File: src/rtl/neander_mmio_pkg.sv
// Shared NEANDER-X MMIO definitions: input-capture register map, control and
// status bit positions, and the capture edge selector.
package neander_mmio_pkg;

  localparam logic [15:0] CAP_CTRL_ADDR   = 16'hF030;
  localparam logic [15:0] CAP_DIV_ADDR    = 16'hF032;
  localparam logic [15:0] CAP_VALUE_ADDR  = 16'hF034;
  localparam logic [15:0] CAP_PERIOD_ADDR = 16'hF036;
  localparam logic [15:0] CAP_COUNT_ADDR  = 16'hF038;
  localparam logic [15:0] CAP_STATUS_ADDR = 16'hF03A;

  localparam int unsigned CTRL_ENABLE     = 0;
  localparam int unsigned CTRL_CLEAR      = 1;
  localparam int unsigned CTRL_IRQ_EN     = 2;
  localparam int unsigned CTRL_EDGE_LO    = 3;
  localparam int unsigned CTRL_EDGE_HI    = 4;
  localparam int unsigned CTRL_OVF_IRQ_EN = 5;

  localparam int unsigned ST_CAP     = 0;
  localparam int unsigned ST_OVR     = 1;
  localparam int unsigned ST_OVF     = 2;
  localparam int unsigned ST_PVALID  = 3;
  localparam int unsigned ST_LEVEL   = 4;
  localparam int unsigned ST_RUNNING = 5;

  typedef enum logic [1:0] {
    EDGE_RISE = 2'b00,
    EDGE_FALL = 2'b01,
    EDGE_BOTH = 2'b10,
    EDGE_NONE = 2'b11
  } edge_sel_t;

endpackage

File: src/rtl/input_capture_filter.sv
// Synchronizer, glitch filter and edge detector for the capture pin.
// level flips after FILTER_LEN consecutive differing samples; rise/fall pulse with it.
module input_filter #(
  parameter int unsigned SYNC_STAGES = 2,
  parameter int unsigned FILTER_LEN  = 3
) (
  input  logic clk,
  input  logic reset_n,
  input  logic cap_in,
  output logic level,
  output logic rise,
  output logic fall
);

  localparam int unsigned CW = $clog2(FILTER_LEN + 1);

  logic [SYNC_STAGES-1:0] sync_q;
  logic [CW-1:0]          run_q;
  logic                   sample;

  assign sample = sync_q[SYNC_STAGES-1];

  always_ff @(posedge clk) begin
    if (!reset_n) begin
      sync_q <= '0;
      run_q  <= '0;
      level  <= 1'b0;
      rise   <= 1'b0;
      fall   <= 1'b0;
    end else begin
      sync_q <= {sync_q[SYNC_STAGES-2:0], cap_in};
      rise   <= 1'b0;
      fall   <= 1'b0;
      if (sample == level) begin
        run_q <= '0;
      end else if (run_q == CW'(FILTER_LEN - 1)) begin
        level <= sample;
        rise  <= sample;
        fall  <= ~sample;
        run_q <= '0;
      end else begin
        run_q <= run_q + 1'b1;
      end
    end
  end

endmodule

File: src/rtl/input_capture.sv
// Input-capture timer: prescaled 16-bit counter latched on filtered pin edges,
// with period measurement, sticky W1C flags and an interrupt output.
module input_capture
  import neander_mmio_pkg::*;
#(
  parameter int unsigned SYNC_STAGES = 2,
  parameter int unsigned FILTER_LEN  = 3
) (
  input  logic        clk,
  input  logic        reset_n,
  input  logic [15:0] cap_ctrl,
  input  logic [15:0] cap_div,
  input  logic        status_wr,
  input  logic [15:0] status_wdata,
  input  logic        cap_in,
  output logic [15:0] cap_value,
  output logic [15:0] cap_period,
  output logic [15:0] cap_count,
  output logic [15:0] cap_status,
  output logic        cap_irq
);

  logic level, rise, fall;

  input_filter #(
    .SYNC_STAGES(SYNC_STAGES),
    .FILTER_LEN (FILTER_LEN)
  ) u_filter (
    .clk    (clk),
    .reset_n(reset_n),
    .cap_in (cap_in),
    .level  (level),
    .rise   (rise),
    .fall   (fall)
  );

  logic      enable, clear, irq_en, ovf_irq_en;
  edge_sel_t edge_sel;
  logic      unused_bits;

  assign enable      = cap_ctrl[CTRL_ENABLE];
  assign clear       = cap_ctrl[CTRL_CLEAR];
  assign irq_en      = cap_ctrl[CTRL_IRQ_EN];
  assign ovf_irq_en  = cap_ctrl[CTRL_OVF_IRQ_EN];
  assign edge_sel    = edge_sel_t'(cap_ctrl[CTRL_EDGE_HI:CTRL_EDGE_LO]);
  assign unused_bits = ^{cap_ctrl[15:6], status_wdata[15:3]};

  logic [15:0] div_q, count_q, value_q, period_q, prev_q;
  logic        has_prev_q, pvalid_q, cap_q, ovr_q, ovf_q, running_q;

  logic [15:0] eff_div;
  logic        tick, wrap, match, event_cap;
  logic        ack_cap, ack_ovr, ack_ovf;

  assign eff_div   = (cap_div == '0) ? 16'd1 : cap_div;
  assign tick      = enable && (div_q == eff_div - 16'd1);
  assign wrap      = tick && (count_q == '1);
  assign event_cap = enable && !clear && match;
  assign ack_cap   = status_wr && status_wdata[ST_CAP];
  assign ack_ovr   = status_wr && status_wdata[ST_OVR];
  assign ack_ovf   = status_wr && status_wdata[ST_OVF];

  always_comb begin
    match = 1'b0;
    case (edge_sel)
      EDGE_RISE: match = rise;
      EDGE_FALL: match = fall;
      EDGE_BOTH: match = rise | fall;
      default:   match = 1'b0;
    endcase
  end

  always_ff @(posedge clk) begin
    if (!reset_n || clear) begin
      div_q      <= '0;
      count_q    <= '0;
      value_q    <= '0;
      period_q   <= '0;
      prev_q     <= '0;
      has_prev_q <= 1'b0;
      pvalid_q   <= 1'b0;
      cap_q      <= 1'b0;
      ovr_q      <= 1'b0;
      ovf_q      <= 1'b0;
      running_q  <= reset_n ? enable : 1'b0;
    end else begin
      running_q <= enable;
      div_q     <= (!enable || tick) ? '0 : div_q + 16'd1;
      if (tick) count_q <= count_q + 16'd1;
      if (event_cap) begin
        value_q    <= count_q;
        prev_q     <= count_q;
        period_q   <= has_prev_q ? count_q - prev_q : '0;
        has_prev_q <= 1'b1;
        if (has_prev_q) pvalid_q <= 1'b1;
      end
      // Set events take priority over a coincident W1C so none is lost.
      cap_q <= event_cap | (cap_q & ~ack_cap);
      ovr_q <= (event_cap & cap_q) | (ovr_q & ~ack_ovr);
      ovf_q <= wrap | (ovf_q & ~ack_ovf);
    end
  end

  assign cap_value  = value_q;
  assign cap_period = period_q;
  assign cap_count  = count_q;
  assign cap_irq    = irq_en && (cap_q || (ovf_irq_en && ovf_q));

  always_comb begin
    cap_status             = '0;
    cap_status[ST_CAP]     = cap_q;
    cap_status[ST_OVR]     = ovr_q;
    cap_status[ST_OVF]     = ovf_q;
    cap_status[ST_PVALID]  = pvalid_q;
    cap_status[ST_LEVEL]   = level;
    cap_status[ST_RUNNING] = running_q;
  end

endmodule

File: config.mk
export PLATFORM = sky130hd
export DESIGN_NAME = input_capture
export DESIGN_NICKNAME = d
export VERILOG_FILES = /design/src/rtl/neander_mmio_pkg.sv /design/src/rtl/input_capture_filter.sv /design/src/rtl/input_capture.sv
export SDC_FILE = /design/constraint.sdc
export NUM_CORES = 1
export LEC_CHECK = 0
export BUFFER_PORTS_ARGS = -buffer_cell sky130_fd_sc_hd__buf_4
export CORE_ASPECT_RATIO = 1.5
export CORE_MARGIN = 3
export CORE_UTILIZATION = 53
export DETAILED_ROUTE_END_ITERATION = 8
export MAX_ROUTING_LAYER = met4
export PLACE_DENSITY = 0.8
export REMOVE_ABC_BUFFERS = 1
export SYNTH_ARGS = -nofsm -noshare
export SYNTH_HDL_FRONTEND = slang
export SYNTH_HIERARCHICAL = 1
export SYNTH_SLANG_ARGS = --single-unit
File: constraint.sdc
create_clock -name clk -period 4.7 [get_ports clk]
set_clock_uncertainty 0.05 [all_clocks]
set_input_delay 0.235 -clock clk [delete_from_list [all_inputs] [get_ports clk]]
set_output_delay 0.235 -clock clk [all_outputs]
set_load 0.05 [all_outputs]
==> impl_summary.log <==
INFO  metric ys_seq_area_share = 34.6%
INFO  metric clk_path_buf_depth = 2
INFO  metric cell_chain_critical_path = buf_4 -> or4_1 -> nor4_1 -> nor2_1 -> ha_1 -> xnor2_1 -> a2111oi_0 -> nand3_1 -> a2111oi_4 -> nand3_2 -> o311ai_0 -> o41ai_1
INFO  metric n_antenna_cell = 0
INFO  metric detailedPlacementHpwl = 7710 um
INFO  metric post_cts_resize_count = 0
INFO  metric synth_edf_count = 0
INFO  metric reg2regPathDepth = 12
INFO  metric worst_ir_drop_vdd = 206 uV
INFO  metric coreArea = 0.00811 mm2
INFO  metric post_synth_xor_area_fraction = 8.66%
INFO  metric initialDrtViolationCount = 290
INFO  metric slew_headroom = 50.9%
INFO  metric clockPowerShare = 47.5%
INFO  metric avg_cell_area_syn = 8.17 um2
INFO  metric clock_tree.root_cell = clkbuf_16
INFO  metric via_count = 4127
INFO  metric share_of_synthesized_flip_flops_with_an_asynchronous_set_or_reset = 0%
INFO  metric power.switching = 0.000319 W
INFO  metric reg2reg_from = cap_count[0]$_SDFFE_PN0P_
INFO  metric grt.met2_usage = 40.5%
INFO  metric first_global_vias = 3919
INFO  metric drt-wirelength-per-cell = 14.6 um
INFO  metric maxCapViolations = 0
INFO  metric cp_data_arrival_time = 4.13 ns
INFO  metric detailedRoute.firstPassIterationCount = 4
INFO  metric hold_start = cap_in
INFO  metric std_cell_rows = 40
INFO  metric layout.core_utilization = 65.6%
INFO  metric grt_use_met3 = 4.57%
INFO  metric clock_latency = 0.33 ns
INFO  metric chipHeight = 118 um
INFO  metric pwr-share-seq = 45.9%
INFO  metric min_path_type = primary input to flip-flop
INFO  metric synth_compound_area_share = 16.5%
INFO  metric growth_of_design_area_from_synthesis_to_finish = 19.4%
INFO  metric p_per_area = 269 mW/mm2
INFO  metric grt_start_max_net_pins = 44
INFO  metric most-common-layout-cells = buf_4 (86), dfxtp_1 (77), nand2_1 (66)
INFO  metric comb_power_share = 6.6%
INFO  metric synth_fa_ha_area_share = 5.79%
INFO  metric global_route.overflow_total = 0
INFO  metric chipWidth = 80.8 um
INFO  metric leakagePower = 2.07 nW
INFO  metric cts_inserted_buffers = 9
INFO  metric timing.critical_path.from_type = primary input
INFO  metric timing.fmax = 251 MHz
INFO  metric worst-setup-path-type = primary input to flip-flop
INFO  metric path_clk_slew = 0.06 ns
INFO  metric ys.warnings.count = 6
INFO  metric cts.htree.levels = 3
INFO  metric yosys_most_used_dff = dfxtp_1
INFO  metric postCtsSetupRepairBufs = 0
INFO  metric timing.final.max_slew_violations = 0
INFO  metric final_weighted_congestion_in_routability_driven_placement = 0.934
INFO  metric grt_pass1_wl = 17300 um
INFO  metric cts_hold_repair.buffers = 0
INFO  metric grt_usage = 23.0%
INFO  metric setup-tns-final = 0 ns
INFO  metric reg2reg_to = cap_period[14]$_SDFFE_PN0P_
INFO  metric route.final.wire_length = 10500 um
INFO  metric report.power.total = 0.00143 W
INFO  metric cts.sinks = 77
INFO  metric io-pin-count = 117
INFO  metric layout-drive-gt1-share = 18.4%
INFO  metric place.port_buffers = 83
INFO  metric grt_setup_unrepaired = false
INFO  metric whs = 0.0569 ns
INFO  metric status = finished clean
INFO  metric initial_utilization = 54.9%
INFO  metric synthSimpleGateAreaFrac = 25.1%
INFO  metric setup_viol = 0
INFO  metric post_drt_via_cell_ratio = 5.71
INFO  metric numPlacedInstances = 707
INFO  metric highest_cell_delay_on_the_worst_timing_path = 0.63 ns
INFO  metric timing.reg2reg.setup_slack = 1.40 ns
INFO  metric cell_internal_pwr = 0.00111 W
INFO  metric number_of_different_library_cells_in_the_post_synthesis_netlist = 62
INFO  metric p_sw_share = 22.3%
INFO  metric post_layout_nonfiller_instances = 723
INFO  metric cp_slowest_cell = or4_1
INFO  metric postSynthRegisterBits = 77
INFO  metric min_period = 3.98 ns
INFO  metric syn-instance-count = 545
INFO  metric layout.cells.most_common = buf_4
INFO  metric cp-end-kind = flip-flop
INFO  metric timing.critical_path.fanout_max = 20
INFO  metric worstPathRequired = 4.84 ns
INFO  metric initial_antenna_violation_count = 0
INFO  metric synth_mux_area_share = 1.63%
INFO  metric route.detailed.drc = 0
INFO  metric cts_tree = built
INFO  metric ant_nets = 0
INFO  metric synth_top_family_by_area = simple AND/OR/NAND/NOR gates
INFO  metric nets = 685
INFO  metric num-fill-cells = 688
INFO  metric worst_hold_path.num_cells = 2
INFO  metric hold-path-endpoint = u_filter/sync_q[0]$_SDFF_PN0_
INFO  metric grt.met1_usage = 24.0%
INFO  metric layout_worst_path_cycle_share = 84.8%
INFO  metric final_hold_viol_count = 0
INFO  metric grt-busiest-layer = met2
INFO  metric worst_pin_slew = 0.726 ns
INFO  metric syn_area = 0.00445 mm2
INFO  metric floorplan.die_area = 0.00956 mm2
-- worst max path at each step --
| stage | cells past startpoint | from | endpoint | slack, ns |
|---|---|---|---|---|
| 3_5_place_dp | 12 | cap_div[8] | cap_count[14]$_SDFFE_PN0P_ | 0.49 |
| 4_1_cts | 12 | cap_div[8] | cap_count[14]$_SDFFE_PN0P_ | 0.83 |
| 3_3_place_gp | 12 | cap_div[8] | cap_count[4]$_SDFFE_PN0P_ | 0.52 |
| 5_1_grt | 12 | cap_div[8] | cap_count[12]$_SDFFE_PN0P_ | 0.43 |
| 2_1_floorplan | 12 | cap_div[8] | cap_count[3]$_SDFFE_PN0P_ | 1.06 |
| 6_report | 12 | cap_div[8] | cap_count[5]$_SDFFE_PN0P_ | 0.72 |
-- final cells by class --
| type | count | area, um2 | area share, % |
|---|---|---|---|
| Multi-Input combinational cell | 412 | 2600 | 49.0 |
| Sequential cell | 77 | 1540 | 29.0 |
| Timing Repair Buffer | 86 | 646 | 12.1 |
| Clock buffer | 11 | 243 | 4.57 |
| Tap cell | 105 | 131 | 2.47 |
| Inverter | 27 | 101 | 1.91 |
| Clock inverter | 5 | 50.0 | 0.941 |
-- metrics by stage --
step,worst slack [ns],area (um2)
after floorplan,1.06,4250
after global placement,0.519,5020
after detailed placement,0.486,5020
after CTS,0.831,5320
after global routing,0.426,5320
final,0.717,5320
-- power by group through the flow --
stage	combinational, W	sequential [W]	clock [W]
after floorplan	0.0000537	0.000672	0
after global placement	0.0000911	0.000670	0
after detailed placement	0.0000934	0.000670	0
after CTS	0.0000936	0.000656	0.000692
after global routing	0.000102	0.000656	0.000717
final	0.0000942	0.000656	0.000679
-- Yosys cell counts, types with 12 or more instances --
| library cell | count | area [um2] |
|---|---|---|
| xor2_1 | 18 | 158 |
| dfxtp_1 | 77 | 1540 |
| xnor2_1 | 26 | 228 |
| clkbuf_1 | 13 | 48.8 |
| ha_1 | 19 | 238 |
| nor3_1 | 15 | 75.1 |
| nand2_1 | 66 | 248 |
| nand3_1 | 20 | 100 |
| inv_1 | 27 | 101 |
| nor2_1 | 47 | 176 |
| a21oi_1 | 38 | 190 |
| o21ai_0 | 12 | 60.1 |
| buf_4 | 17 | 128 |
-- metal layers --
metal | up-vias | wire [um]
met1 | 1944 | 4030
met5 | - | 0
li1 | 2039 | -
met4 | 0 | 280
met3 | 25 | 509
met2 | 119 | 5710
-- cell families after synthesis --
group / Yosys count
AOI/OAI and AO/OA: 107
other: 1
DFF: 77
buffers and inverters: 65
and+or+nand+nor: 224
adders and majority gates: 20
muxes: 7
xor gates and xnor gates: 44
-- sequential cells by signal, summed over array words and instances (netlist names), 2 cells and up --
register         flops
div_q               16
u_filter/sync_q      2
cap_count           16
u_filter/run_q       2
cap_period          16
prev_q              16
-- critical path, delay by kind of cell --
family                     cells  cell delay, ns
and+or+nand+nor                5            1.78
xor gates and xnor gates       1            0.12
adders and majority gates      1            0.32
AOI/OAI and AO/OA              4            1.54
buffers and inverters          1            0.13
No activity file was read; power rests on OpenSTA's default activity.
